==> config.mk <==
export PLATFORM = sky130hd
export DESIGN_NAME = uart_receiver
export DESIGN_NICKNAME = d
export VERILOG_FILES = /design/src/rtl/uart_pkg.sv /design/src/rtl/uart_sync.sv /design/src/rtl/uart_receiver.sv
export SDC_FILE = /design/constraint.sdc
export NUM_CORES = 1
export LEC_CHECK = 0
export CORE_ASPECT_RATIO = 2
export CORE_MARGIN = 2
export CORE_UTILIZATION = 40
export DETAILED_ROUTE_END_ITERATION = 10
export PLACE_DENSITY_LB_ADDON = 0.08
export SYNTH_ARGS = -nofsm -noshare
export SYNTH_HDL_FRONTEND = slang
export SYNTH_SLANG_ARGS = --single-unit
==> constraint.sdc <==
create_clock -name clock -period 3.5 [get_ports clock]
set_input_delay 0.7 -clock clock [delete_from_list [all_inputs] [get_ports clock]]
set_output_delay 0.7 -clock clock [all_outputs]
set_load 0.03 [all_outputs]
==> src/rtl/uart_pkg.sv <==
`default_nettype none
// ============================================================================
// Module      : uart_pkg
// Description : Types and constants shared by the UART receive and transmit
//               paths.
// Revision    : 1.0 - initial release
// ============================================================================
package uart_pkg;

   localparam int UART_DATA_BITS            = 8;
   localparam int UART_DEFAULT_CLKS_PER_BIT = 16;

   // Receiver frame-tracking states
   typedef enum logic [2:0] {
      IDLE      = 3'd0,
      START     = 3'd1,
      DATA      = 3'd2,
      STOP      = 3'd3,
      WAIT_HIGH = 3'd4
   } uart_rx_state_t;

endpackage : uart_pkg
`default_nettype wire

==> src/rtl/uart_sync.sv <==
`default_nettype none
// ============================================================================
// Module      : uart_sync
// Description : Two-flop synchroniser for a single asynchronous input, with a
//               selectable reset value so an idle-high line reads idle.
// Revision    : 1.0 - initial release
// ============================================================================
module uart_sync #(
   parameter logic RESET_VALUE = 1'b1
) (
   input  logic clock,
   input  logic reset,
   input  logic d,
   output logic q
);

   logic meta;

   // Two back-to-back flops; the first may go metastable, the second resolves it
   always_ff @(posedge clock or negedge reset) begin
      if (!reset) begin
         meta <= RESET_VALUE;
         q    <= RESET_VALUE;
      end else begin
         meta <= d;
         q    <= meta;
      end
   end

endmodule : uart_sync
`default_nettype wire

==> src/rtl/uart_receiver.sv <==
`default_nettype none
// ============================================================================
// Module      : uart_receiver
// Description : 8N1 UART receiver, LSB first, fixed clocks-per-bit divider.
//               Start bit validated at mid-bit; received bytes are offered
//               through a one-entry valid/ready holding register.
// Revision    : 1.0 - initial release
// ============================================================================
module uart_receiver
   import uart_pkg::*;
#(
   parameter int CLKS_PER_BIT = UART_DEFAULT_CLKS_PER_BIT
) (
   input  logic       clock,
   input  logic       reset,
   input  logic       io_rxd,
   output logic [7:0] io_data,
   output logic       io_valid,
   input  logic       io_ready,
   output logic       io_frame_err,
   output logic       io_overrun
);

   localparam int CNT_W = $clog2(CLKS_PER_BIT);
   localparam int HALF  = CLKS_PER_BIT / 2;

   // Counter reload values: the counter samples when it reaches zero, one
   // cycle after the last decrement, so a wait of W cycles reloads with W-1.
   // The start wait loads one less again because the IDLE detection cycle
   // already consumes one of the H cycles.
   localparam logic [CNT_W-1:0] BIT_LOAD  = CNT_W'(CLKS_PER_BIT - 1);
   localparam logic [CNT_W-1:0] HALF_LOAD = CNT_W'(HALF - 2);

   logic                      rxd_s;
   uart_rx_state_t            state, state_d;
   logic [CNT_W-1:0]          cnt, cnt_d;
   logic [2:0]                idx, idx_d;
   logic [UART_DATA_BITS-1:0] shift, shift_d;
   logic                      stop_ok;
   logic                      stop_bad;

   logic [7:0]                data;
   logic                      valid;
   logic                      frame_err;
   logic                      overrun;

   uart_sync #(
      .RESET_VALUE (1'b1)
   ) u_sync (
      .clock (clock),
      .reset (reset),
      .d     (io_rxd),
      .q     (rxd_s)
   );

   // Frame state, bit counter, bit index and shift register
   always_ff @(posedge clock or negedge reset) begin
      if (!reset) begin
         state <= IDLE;
         cnt   <= '0;
         idx   <= '0;
         shift <= '0;
      end else begin
         state <= state_d;
         cnt   <= cnt_d;
         idx   <= idx_d;
         shift <= shift_d;
      end
   end

   // Next-state logic: track the frame and flag the stop-bit outcome
   always_comb begin
      state_d  = state;
      cnt_d    = cnt;
      idx_d    = idx;
      shift_d  = shift;
      stop_ok  = 1'b0;
      stop_bad = 1'b0;
      case (state)
         IDLE: begin
            if (!rxd_s) begin
               state_d = START;
               cnt_d   = HALF_LOAD;
            end
         end
         START: begin
            if (cnt == '0) begin
               if (!rxd_s) begin
                  state_d = DATA;
                  idx_d   = 3'd0;
                  cnt_d   = BIT_LOAD;
               end else begin
                  // Line went back high before mid-bit: a glitch, not a start
                  state_d = IDLE;
               end
            end else begin
               cnt_d = cnt - 1'b1;
            end
         end
         DATA: begin
            if (cnt == '0) begin
               shift_d[idx] = rxd_s;
               cnt_d        = BIT_LOAD;
               if (idx == 3'd7) begin
                  state_d = STOP;
               end else begin
                  idx_d = idx + 3'd1;
               end
            end else begin
               cnt_d = cnt - 1'b1;
            end
         end
         STOP: begin
            if (cnt == '0) begin
               if (rxd_s) begin
                  stop_ok = 1'b1;
                  state_d = IDLE;
               end else begin
                  stop_bad = 1'b1;
                  state_d  = WAIT_HIGH;
               end
            end else begin
               cnt_d = cnt - 1'b1;
            end
         end
         WAIT_HIGH: begin
            // A held-low (break) line must not be mistaken for a new start bit
            if (rxd_s) begin
               state_d = IDLE;
            end
         end
         default: begin
            state_d = IDLE;
         end
      endcase
   end

   // Holding register with valid/ready handshake plus error pulses
   always_ff @(posedge clock or negedge reset) begin
      if (!reset) begin
         data      <= 8'h00;
         valid     <= 1'b0;
         frame_err <= 1'b0;
         overrun   <= 1'b0;
      end else begin
         frame_err <= stop_bad;
         overrun   <= 1'b0;
         if (valid && io_ready) begin
            valid <= 1'b0;
         end
         if (stop_ok) begin
            if (!valid || io_ready) begin
               data  <= shift;
               valid <= 1'b1;
            end else begin
               overrun <= 1'b1;
            end
         end
      end
   end

   assign io_data      = data;
   assign io_valid     = valid;
   assign io_frame_err = frame_err;
   assign io_overrun   = overrun;

endmodule : uart_receiver
`default_nettype wire
# == Word level (Yosys, flattened, before mapping) ==
# Cells that the tools add are included.
# W data, S select, Z words.
# op_classes
muxes,34
magnitude_cmp,2
addsub,2
eq_ne,15
reduce_logical,13
# ops
op,n
$mux W3,11
$mux W4,5
$ne A2 B2 Y1 const B,8
$pmux W4 S4,1
$pmux W3 S5,1
$mux W1,12
$bwmux W8,1
$eq A3 B2 Y1 const B,2
$eq A3 B3 Y1 const B,2
$pmux W3 S2,1
$reduce_and A6 Y1,1
$reduce_and A5 Y1,1
$logic_not A4 Y1,1
$lt A3 B4 Y1 const B,1
$reduce_and A2 Y1,2
$reduce_and A4 Y1,1
$reduce_bool A4 Y1,1
$sub A4 B1 Y4 const B,1
$add A3 B1 Y3 const B,1
$demux W1 S3,1
$eq A3 B1 Y1 const B,1
$ge A3 B1 Y1 const B,1
$logic_not A3 Y1,1
$ne A3 B3 Y1 const B,1
6 further kinds,7
# totals
word_cells,76
out_inout_bits,11
in_bits,4
register_bits,31

# == Logic depth before layout (Yosys ltp) ==
# depth
ltp_word,5
ltp_mapped,7
depth_no_buf,6

# == Modules after synthesis ==
# A second synthesis with hierarchy kept.
# unflattened
hier_cells,124
area_unflattened_um2,1549.0
# modules_own_cells
mod,seq_area_each_um2,cells_per_inst,area_per_inst_um2,n_inst
uart_receiver,725.7,122,1496.4,1
uart_sync,52.6,2,52.6,1

# == Least setup slack after synthesis ==
# Ideal clock, no wire load.
# synth_timing
path_type,reg2reg
startpoint,register cnt[0]
endpoint,"register data[0], in the netlist io_data[0]"
stages_incl_launch_ff,8
synth_period_minus_slack_ns,1.833
setup_ns,0.125
t_arrival_ns,1.709
setup_slack_ns,1.667
t_required_ns,3.375
n_path_buf,1
path_cell_list,dfrtp_1 inv_1 ha_1 nor4b_4 nand4_1 nor2b_1 buf_4 mux2_2
# synth_via
elab_chain_cells,4
# synth_lines
element,line_no,text
from (decl),uart_receiver.sv:36,"logic [CNT_W-1:0] cnt, cnt_d;"
from (signal assigned),uart_receiver.sv:65,cnt <= cnt_d;
$logic_not A4 Y1,uart_receiver.sv:114,if (cnt == '0) begin
$mux W1,uart_receiver.sv:114,
$mux W1,uart_receiver.sv:79,case (state)
$reduce_and A2 Y1 (no line),--,
to (signal assigned),uart_receiver.sv:153,data <= shift;
to (decl),uart_receiver.sv:42,logic [7:0] data;
# No other way between the ends.
# A chain may end at the register's enable or synchronous reset.

# == Final worst setup path ==
# layout_timing
startpoint,register cnt[0]
endpoint,"register data[3], in the netlist io_data[3]"
# The elaborated chain is that of the path after synthesis.

==> impl_metrics.env <==
export IMPL_cts_tree="built"
export IMPL_grt_pass1_vias=994
export IMPL_num_nets_final=142
export IMPL_multi_input_area_um2=612
export IMPL_wire_per_inst_um=14.6
export IMPL_arrival_ps=2570
export IMPL_rrSetupSlack_ps=1090
export IMPL_r2r_cells=6
export IMPL_layout_setup_ws_ps=1090
export IMPL_hold_end="u_sync.q"
export IMPL_fp_coreArea_um2=3420
export IMPL_cts_buffers=5
export IMPL_finish_utilization=0.500
export IMPL_num_fill_cells=310
export IMPL_io_pins=15
export IMPL_fin_tns_setup_ps=0
export IMPL_syn_inst=121
export IMPL_cts_max_level=2
export IMPL_die_w_um=46.4
export IMPL_antennaDiodeCount=0
export IMPL_gr_total_overflow=0
export IMPL_synthFlopType="dfrtp_1"
export IMPL_finalSetupViolations=0
export IMPL_ys_warn_count=0
export IMPL_peakVddDrop_mv=0.369
export IMPL_r2r_end="io_data[3]"
export IMPL_std_cell_rows=30
export IMPL_tightestPinTransition_ps=722
export IMPL_finalCritPeriodShare=0.688
export IMPL_grt_usage=0.155
export IMPL_rsz0062_at_grt="no"
export IMPL_synth_avg_cell_area_um2=11.9
export IMPL_whs_path_depth=0
export IMPL_postCtsResizedCells=0
export IMPL_vias=957
export IMPL_finalHoldViolCount=0
export IMPL_max_freq_mhz=415
export IMPL_skew_ps=4.04
export IMPL_max_slew_margin=0.517
export IMPL_critPathMaxFanout=8
export IMPL_initial_utilization=0.421
export IMPL_cp_start_kind="register"
export IMPL_antenna_found_initial=0
export IMPL_timing_rr_start="cnt[0]"
export IMPL_max_cap_violations=0
export IMPL_grt_pass1_wl_mm=4.51
export IMPL_whs_ps=350
export IMPL_cts_root_buffer="clkbuf_8"
export IMPL_gp_congestion=0.731
export IMPL_timing_final_max_slew_violations=0
export IMPL_worst_ep_required_time_ps=3660
export IMPL_drive_above_1_share=0.206
export IMPL_io_buffers=14
export IMPL_synth_area_um2=1440
export IMPL_drt_iter0_drc=24
export IMPL_viasPerCell=5.20
export IMPL_post_place_ws_ps=1040
export IMPL_drtAntennaViolNets=0
export IMPL_wirelength_mm=2.68
export IMPL_grt_max_degree=32
export IMPL_syn2layout_area_growth_pct=18.8
export IMPL_cts_clk_slew_worst_paths_ps=60
export IMPL_hold_class="register to register"
export IMPL_run_status="finished, final reports clean"
export IMPL_place_hpwl_mm=1.93
export IMPL_ys_async_sr_fraction=1.00
export IMPL_endpoint_kind="register"
export IMPL_hold_path_startpoint="u_sync.meta"
export IMPL_regArea_um2=778
export IMPL_die_y_um=88.8
export IMPL_power_leakage_nw=0.750
export IMPL_die_area_um2=4120
export IMPL_yosysSeqAreaShare=0.541
export IMPL_clock_sinks=31
export IMPL_synthDistinctLibCells=35
export IMPL_synth_edf_count=0
export IMPL_cts_hold_buf=0
export IMPL_drcViolationCount=0
export IMPL_period_needed_ps=2410
export IMPL_powerDensity_nw_per_um2=611
export IMPL_clockBufferDepth=2
export IMPL_synth_seq_cells=31
export IMPL_critical_path_class="register to register"
export IMPL_post_cts_buffers=0
export IMPL_clk_latency_ps=280
export IMPL_first_pass_iters=4
export IMPL_syn_nets=128
[worst max-delay path by stage]
stage                   from         end  slack, ps  cells after the start
floorplan             cnt[0]  io_data[0]       1670                      7
global placement    io_ready  io_data[0]       1060                      4
detailed placement  io_ready  io_data[1]       1040                      4
CTS                   cnt[0]  io_data[0]       1080                      6
global route          cnt[0]  io_data[3]        850                      6
finish                cnt[0]  io_data[3]       1090                      6
[per-layer routing]
layer | part of all wire | GRT usage | vias to the layer above | routed length [um]
met4 | 0.029 | 0.0935 | 0 | 79
met2 | 0.57 | 0.269 | 15 | 1520
met5 | 0 | 0 | - | 0
met3 | 0.031 | 0.0408 | 9 | 82
met1 | 0.37 | 0.157 | 473 | 1000
li1 | - | - | 460 | -
[cells in the mapped netlist (2+ instances only)]
cell / n / area share
o21ai_0: 5 / 0.017
mux2_2: 14 / 0.11
nand3b_1: 2 / 0.010
inv_1: 3 / 0.0078
nor2_1: 7 / 0.018
nor3_1: 6 / 0.021
mux2_1: 3 / 0.023
nor4b_4: 2 / 0.033
dfstp_2: 2 / 0.037
clkbuf_1: 4 / 0.010
nor3b_1: 4 / 0.021
a22o_1: 2 / 0.012
a21oi_1: 5 / 0.017
buf_2: 3 / 0.010
ha_1: 3 / 0.026
nand3_1: 3 / 0.010
nand2b_1: 2 / 0.0087
dfrtp_1: 29 / 0.50
nand2_1: 6 / 0.016
[layout by cell type (no fill, tap or decap), types with 2 or more instances in the layout]
master           Yosys  final
dfstp_2              2      2
clkdlybuf4s50_1      0     14
nand2b_1             2      2
ha_1                 3      3
nand2_1              6      6
mux2_1               3      3
nor2_1               7      7
a21oi_1              5      5
a22o_1               2      2
nand3b_1             2      2
inv_1                3      3
nor3_1               6      6
o21ai_0              5      5
mux2_2              14     14
nor4b_4              2      2
dfrtp_1             29     29
nand3_1              3      3
nor3b_1              4      4
clkbuf_8             0      7
[metrics by stage]
step	cells	total power [mW]	instance area, um^2
floorplan	121	0.685	1440
detailed placement	176	0.750	1610
finish	184	1.04	1710
CTS	184	1.06	1710
global route	184	1.12	1710
global placement	176	0.737	1610
[sequential cells by signal, indices dropped and copies added, names as in the netlist]
name / cells
shift: 8
io_overrun: 1
u_sync.q: 1
u_sync.meta: 1
io_data: 8
state: 3
io_valid: 1
io_frame_err: 1
cnt: 4
idx: 3
[where the power goes]
part           internal [mW]  switching [mW]
combinational          0.118           0.114
clock                  0.179           0.122
sequential             0.412          0.0994
[worst max-delay path, cell delays in order, from the launching register on]
cell and delay (ps):
dfrtp_1 430, inv_1 100, ha_1 200, nor4b_4 330
nand4_1 190, nor2b_1 630, mux2_2 410
[final cells by class]
| type | instances | share of cell area |
|---|---|---|
| Timing Repair Buffer | 15 | 0.0864 |
| Tap cell | 48 | 0.0351 |
| Multi-Input combinational cell | 79 | 0.358 |
| Clock buffer | 8 | 0.0586 |
| Sequential cell | 31 | 0.455 |
| Inverter | 3 | 0.00659 |
[cell families after synthesis]
| group | Yosys count | share of synthesized area |
|---|---|---|
| simple gates | 41 | 0.185 |
| flops | 31 | 0.541 |
| fa+ha+maj | 3 | 0.0261 |
| compound gates | 18 | 0.0809 |
| buf+inv | 11 | 0.0339 |
| mux | 17 | 0.133 |
(Power assumes the default switching activity.)
